**src/rtl/hex_scan_if.sv**
```systemverilog
// Load bus for hex_scan_driver: packed hex word, per-digit enable mask and capture strobe.
// load_i is a one-cycle strobe with no ready; the driver accepts every strobe, last write wins.
interface hex_scan_if #(
    parameter int DIGITS = 8
) ();
    logic [4*DIGITS-1:0] data_i;
    logic [DIGITS-1:0]   en_i;
    logic                load_i;

    modport master (output data_i, output en_i, output load_i);
    modport slave  (input  data_i, input  en_i, input  load_i);
endinterface

```
**src/rtl/hex_scan_driver.sv**
```systemverilog
// Time-multiplexed common-anode 7-segment scan driver with frame-synchronous data update.
// Optional macro HEX_SCAN_LZ_BLANK_EN: blank leading-zero digits of the active value.
module hex_scan_driver #(
    parameter int DIGITS       = 8,
    parameter int CLK_DIV      = 100000,
    parameter int BLANK_CYCLES = 2
) (
    input  logic              clk,
    input  logic              rst_n,
    hex_scan_if.slave         bus,
    output logic [6:0]        hex,
    output logic [DIGITS-1:0] hex_on,
    output logic              frame_o
);
    localparam int IW = (DIGITS > 1) ? $clog2(DIGITS) : 1;
    localparam int PW = $clog2(CLK_DIV);
    localparam logic [PW-1:0] PRESC_LAST = PW'(CLK_DIV - 1);
    localparam logic [IW-1:0] IDX_LAST   = IW'(DIGITS - 1);

    logic [PW-1:0]          presc_q, presc_d;
    logic [IW-1:0]          idx_q, idx_d;
    logic [4*DIGITS-1:0]    pend_data_q, pend_data_d, act_data_q, act_data_d;
    logic [DIGITS-1:0]      pend_en_q, pend_en_d, act_en_q, act_en_d;
    logic [DIGITS-1:0]      mask_q, mask_d, lz_mask;
    logic                   pend_valid_q, pend_valid_d;
    logic [6:0]             hex_q, hex_d;
    logic [DIGITS-1:0]      hex_on_q, hex_on_d;
    logic                   frame_q, frame_d;
    logic                   tick, boundary, past_blank, show;
    logic [3:0]             nibble;

    function automatic logic [6:0] seg_decode(input logic [3:0] n);
        case (n)
            4'h0: seg_decode = 7'b1000000;
            4'h1: seg_decode = 7'b1111001;
            4'h2: seg_decode = 7'b0100100;
            4'h3: seg_decode = 7'b0110000;
            4'h4: seg_decode = 7'b0011001;
            4'h5: seg_decode = 7'b0010010;
            4'h6: seg_decode = 7'b0000010;
            4'h7: seg_decode = 7'b1111000;
            4'h8: seg_decode = 7'b0000000;
            4'h9: seg_decode = 7'b0010000;
            4'hA: seg_decode = 7'b0001000;
            4'hB: seg_decode = 7'b0000011;
            4'hC: seg_decode = 7'b1000110;
            4'hD: seg_decode = 7'b0100001;
            4'hE: seg_decode = 7'b0000110;
            default: seg_decode = 7'b0001110;
        endcase
    endfunction

    // Anodes stay off for the first BLANK_CYCLES of every slot to avoid ghosting.
    generate
        if (BLANK_CYCLES == 0) begin : g_no_blank
            assign past_blank = 1'b1;
        end else begin : g_blank
            assign past_blank = (presc_q >= PW'(BLANK_CYCLES));
        end
    endgenerate

`ifdef HEX_SCAN_LZ_BLANK_EN
    always_comb begin
        logic seen;
        seen    = 1'b0;
        lz_mask = '0;
        for (int k = DIGITS - 1; k >= 0; k--) begin
            seen       = seen | (pend_data_q[4*k +: 4] != 4'h0);
            lz_mask[k] = seen | (k == 0);
        end
    end
`else
    assign lz_mask = '1;
`endif

    assign tick     = (presc_q == PRESC_LAST);
    assign boundary = tick && (idx_q == IDX_LAST);
    assign nibble   = act_data_q[{idx_q, 2'b00} +: 4];
    assign show     = act_en_q[idx_q] && mask_q[idx_q] && past_blank;

    always_comb begin
        presc_d      = tick ? '0 : presc_q + PW'(1);
        idx_d        = idx_q;
        pend_data_d  = pend_data_q;
        pend_en_d    = pend_en_q;
        pend_valid_d = pend_valid_q;
        act_data_d   = act_data_q;
        act_en_d     = act_en_q;
        mask_d       = mask_q;
        if (tick) begin
            idx_d = (idx_q == IDX_LAST) ? '0 : idx_q + IW'(1);
        end
        if (boundary && pend_valid_q) begin
            act_data_d   = pend_data_q;
            act_en_d     = pend_en_q;
            mask_d       = lz_mask;
            pend_valid_d = 1'b0;
        end
        // A strobe coinciding with the boundary lands in pending for the next frame.
        if (bus.load_i) begin
            pend_data_d  = bus.data_i;
            pend_en_d    = bus.en_i;
            pend_valid_d = 1'b1;
        end
        hex_d    = show ? seg_decode(nibble) : 7'h7F;
        hex_on_d = show ? ~(DIGITS'(1) << idx_q) : '1;
        frame_d  = boundary;
    end

    always_ff @(posedge clk) begin
        if (!rst_n) begin
            presc_q      <= '0;
            idx_q        <= '0;
            pend_data_q  <= '0;
            pend_en_q    <= '0;
            pend_valid_q <= 1'b0;
            act_data_q   <= '0;
            act_en_q     <= '0;
            mask_q       <= '1;
            hex_q        <= 7'h7F;
            hex_on_q     <= '1;
            frame_q      <= 1'b0;
        end else begin
            presc_q      <= presc_d;
            idx_q        <= idx_d;
            pend_data_q  <= pend_data_d;
            pend_en_q    <= pend_en_d;
            pend_valid_q <= pend_valid_d;
            act_data_q   <= act_data_d;
            act_en_q     <= act_en_d;
            mask_q       <= mask_d;
            hex_q        <= hex_d;
            hex_on_q     <= hex_on_d;
            frame_q      <= frame_d;
        end
    end

    assign hex     = hex_q;
    assign hex_on  = hex_on_q;
    assign frame_o = frame_q;
endmodule
```
**src/flat_wrapper.sv**
```systemverilog
// flat-port wrapper written by rule: the top's interface ports become plain ports
module hex_scan_driver_flat 
#(
    parameter int DIGITS       = 8,
    parameter int CLK_DIV      = 100000,
    parameter int BLANK_CYCLES = 2
)
  (clk, rst_n, hex, hex_on, frame_o, bus_data_i, bus_en_i, bus_load_i);
  hex_scan_if #(.DIGITS(DIGITS)) bus_i ();
  input  logic clk;
  input  logic rst_n;
  output logic [6:0] hex;
  output logic [DIGITS-1:0] hex_on;
  output logic frame_o;
  input wire logic [$bits(bus_i.data_i)-1:0] bus_data_i;
  input wire logic [$bits(bus_i.en_i)-1:0] bus_en_i;
  input wire logic [$bits(bus_i.load_i)-1:0] bus_load_i;
  assign bus_i.data_i = bus_data_i;
  assign bus_i.en_i = bus_en_i;
  assign bus_i.load_i = bus_load_i;
  hex_scan_driver #(.DIGITS(DIGITS), .CLK_DIV(CLK_DIV), .BLANK_CYCLES(BLANK_CYCLES)) u_core (.clk(clk), .rst_n(rst_n), .bus(bus_i), .hex(hex), .hex_on(hex_on), .frame_o(frame_o));
endmodule
```
**config.mk**
```make
export PLATFORM = sky130hd
export DESIGN_NAME = hex_scan_driver_flat
export DESIGN_NICKNAME = d
export VERILOG_FILES = /design/src/rtl/hex_scan_if.sv /design/src/rtl/hex_scan_driver.sv /design/src/flat_wrapper.sv
export SDC_FILE = /design/constraint.sdc
export NUM_CORES = 1
export LEC_CHECK = 0
export BUFFER_PORTS_ARGS = -buffer_cell sky130_fd_sc_hd__buf_2
export CAP_MARGIN = 40
export CORE_ASPECT_RATIO = 1.75
export CORE_MARGIN = 2
export CORE_UTILIZATION = 55
export DETAILED_ROUTE_END_ITERATION = 8
export PLACE_DENSITY = 0.76
export REMOVE_ABC_BUFFERS = 1
export SYNTH_ARGS = -nofsm -noshare
export SYNTH_HDL_FRONTEND = slang
export SYNTH_SLANG_ARGS = --single-unit
```
**constraint.sdc**
```tcl
create_clock -name clk -period 2.6 [get_ports clk]
set_input_delay 0.26 -clock clk [delete_from_list [all_inputs] [get_ports clk]]
set_output_delay 0.26 -clock clk [all_outputs]
set_load 0.05 [all_outputs]
```
==> impl_metrics.yaml <==
run_status:
  status: "finished, final reports clean"
timing:
  fin_crit_ps: 2280
  final_max_slew_viol_count: 0
  whs_ps: 105
  layout_setup_ws_ps: 317
  rsz0062_at_grt: "false"
  fin_crit_sh_pct: 87.8
  skew_ps: 7.06
  worst_pin_slew_ps: 640
  relSlewSlack_pct: 57.4
  hold_viol_final: 0
  setup_violations: 0
  fmax_ghz: 0.438
clock_tree:
  holdBufCountCts: 0
  cts-resized-gates: 0
  clkSinkCount: 117
  cts_max_level: 4
  clk_pin_slew_ps: 50
  cts_setup_buffers: 0
  root_buffer: "clkbuf_16"
  clk_latency_ps: 410
  cts_tree: "yes"
  cts_max_path_buffers: 2
  cts_buffers: 17
yosys:
  synth-warning-count: 0
  ys_ff_latch: 117
  avgSynthCellArea_sq_um: 10.9
  yosysSeqAreaShare_pct: 46.9
  syn_area_sq_um: 4990
  syn_inst: 457
  yosysUniqueCellTypes: 40
routing:
  wire_per_inst_um: 14.3
  first_pass_iters: 4
  vias: 3285
  routed_via_density: 5.05
  wirelength_um: 9290
  remaining_drc_errors: 0
  postRouteAntennaNets: 0
  first_iter_violations: 128
floorplan:
  die_w_um: 76.0
  fp.dieH_um: 130
  num_rows: 46
  start_util_pct: 56.0
  core_area_sq_um: 8920
  ios: 59
  dieArea_sq_um: 9890
power_and_ir_drop:
  clkPwrFrac_pct: 53.5
  swShare_pct: 20.1
  p_leak_uw: 0.00270
  power_density_nw_per_um2: 728
  seq_power_share_pct: 42.8
  power.switching_uw: 877
  vdd_drop_max_mv: 0.681
  combPwrFrac_pct: 3.7
  p_int_uw: 3480
critical_path:
  critPathCaptureType: "register"
  path_depth: 7
  crit_slowest_cell: "or4_2"
  cp.required_ps: 2900
  startpoint_type: "register"
  cp.buffers_inverters: 1
  rr_worst_depth: 7
  worstPathMaxFanout: 40
  crit_arrival_ps: 2580
  max_stage_delay_ps: 660
  crit_chain: "ha_1 > and4_1 > nand2_2 > or4_2 > buf_12 > mux2i_1 > nor2b_1"
  crit_family: "simple AND/OR/NAND/NOR gates"
  critical_path_class: "reg -> reg"
finish:
  final_net_count: 575
  drive_above_1_share_pct: 21.8
  ff_latch_area_sq_um: 2340
  multi_input_area_sq_um: 2470
  final_area_sq_um: 5990
  area_growth_pct: 19.9
  diodes: 0
  fillerInstances: 691
place:
  dp_slack_ps: 349
  gp_congestion: 0.857
  dp_hpwl_um: 6230
  placed_cell_area_sq_um: 5380
  io_buffer_count: 58
grt:
  first_global_vias: 3271
  grt_max_degree: 87
  grt_usage_pct: 20.1
  grt_overflow: 0
  antenna_found_initial: 0
  grt_pass1_wl_um: 15500
hold_path:
  min_path_cells: 3
  worstHoldPathType: "in -> reg"
run:
  max-cap-violations: 0
==> tightest hold or removal path, delay by kind of cell <==
kind | cells | cell delay (ps)
mux | 1 | 50
simple gates | 1 | 90
buf+inv | 1 | 70
==> through the flow <==
| stage | utilization, % | setup TNS (ps) | std cells | power (uW) |
|---|---|---|---|---|
| 5_1_grt | 67.1 | 0 | 651 | 4510 |
| 2_1_floorplan | - | -14680 | 431 | 1980 |
| 6_report | 67.1 | 0 | 651 | 4360 |
| 3_3_place_gp | 60.2 | 0 | 618 | 2060 |
| 3_5_place_dp | 60.3 | 0 | 619 | 2060 |
| 4_1_cts | 67.1 | 0 | 651 | 4400 |
==> power by group through the flow <==
stage | Sequential, uW | Clock [uW] | Combinational [uW]
after CTS | 1870 | 2370 | 163
after global routing | 1870 | 2460 | 178
after floorplan | 1890 | 0 | 86.9
after global placement | 1900 | 0 | 157
after detailed placement | 1900 | 0 | 162
final | 1870 | 2340 | 160
==> synthesized netlist by cell type, drive strengths merged <==
library cell	number	share of area, %
mux2i	88	18
nor2b	81	10
a21oi	3	0.30
o211ai	2	0.30
nand2	18	1.4
ha	14	3.5
inv	10	0.75
o221ai	3	0.53
mux4	10	4.7
nand4	2	0.25
nand2b	3	0.38
dfxtp	117	47
o2111ai	1	0.18
and4	2	0.35
xor2	8	1.4
and2	1	0.13
clkbuf	14	1.1
and3	3	0.38
o22ai	1	0.13
o211a	1	0.20
or4	1	0.15
o21a	2	0.30
buf	12	1.8
nand3	13	1.3
or2	2	0.25
o21ai	3	0.30
mux2	3	0.83
nor2	24	1.8
nor3	4	0.40
nor4	4	0.80
xnor2	7	1.2
==> area by class of cell <==
type,count,area share (%)
repair buffers,68,6.31
multi-input cells,304,41.3
well taps,120,2.51
flip-flops and latches,117,39.1
clock buffers,25,8.61
inverters,10,0.627
clock inverters,7,1.55
==> per-layer routing <==
metal	track usage [%]	wire length, um	vias up	share of wire, %
li1	-	-	1683	-
met1	22.3	3870	1532	42
met5	0	0	-	0
met2	35.1	4940	59	53
met3	6.02	316	11	3.4
met4	10.3	165	0	1.8
==> path summary, 6_finish.rpt <==
path	startpoint	end	slack [ps]
worst max-delay path	u_core.presc_q[0]$_SDFF_PP0_	u_core.act_data_q[12]$_SDFFE_PN0P_	320
worst min-delay path	bus_data_i[23]	u_core.pend_data_q[23]$_SDFFE_PN0P_	100
worst min register to register	u_core.presc_q[0]$_SDFF_PP0_	u_core.presc_q[0]$_SDFF_PP0_	500
worst max register to register	u_core.presc_q[0]$_SDFF_PP0_	u_core.act_data_q[12]$_SDFFE_PN0P_	320
==> state kept, by name, summed over array words and instances, names as in the netlist <==
| register | flops |
|---|---|
| u_core.act_data_q | 32 |
| u_core.pend_data_q | 32 |
| u_core.presc_q | 17 |
| u_core.act_en_q | 8 |
| u_core.hex_on | 8 |
| u_core.pend_en_q | 8 |
| u_core.hex | 7 |
| u_core.idx_q | 3 |
| u_core.frame_o | 1 |
| u_core.pend_valid_q | 1 |
==> placed cells by master (no fill, tap or decap), types with 4 or more instances in the layout <==
cell,n
xor2_1,8
dfxtp_1,117
clkbuf_8,6
nor2b_1,81
ha_1,14
xnor2_1,7
nor3_1,4
buf_4,9
clkbuf_16,17
buf_2,58
nor2_1,24
mux4_2,8
inv_1,9
nand2_1,17
mux2i_1,87
nand3_1,13
==> logic make-up after synthesis <==
family	synth area share [%]
and+or+nand+nor	17.7
DFF	46.9
muxes	23.4
buffers and inverters	3.58
AOI/OAI and AO/OA	2.23
xor gates and xnor gates	2.63
adders and majority gates	3.51
No activity file was read; power rests on OpenSTA's default activity.
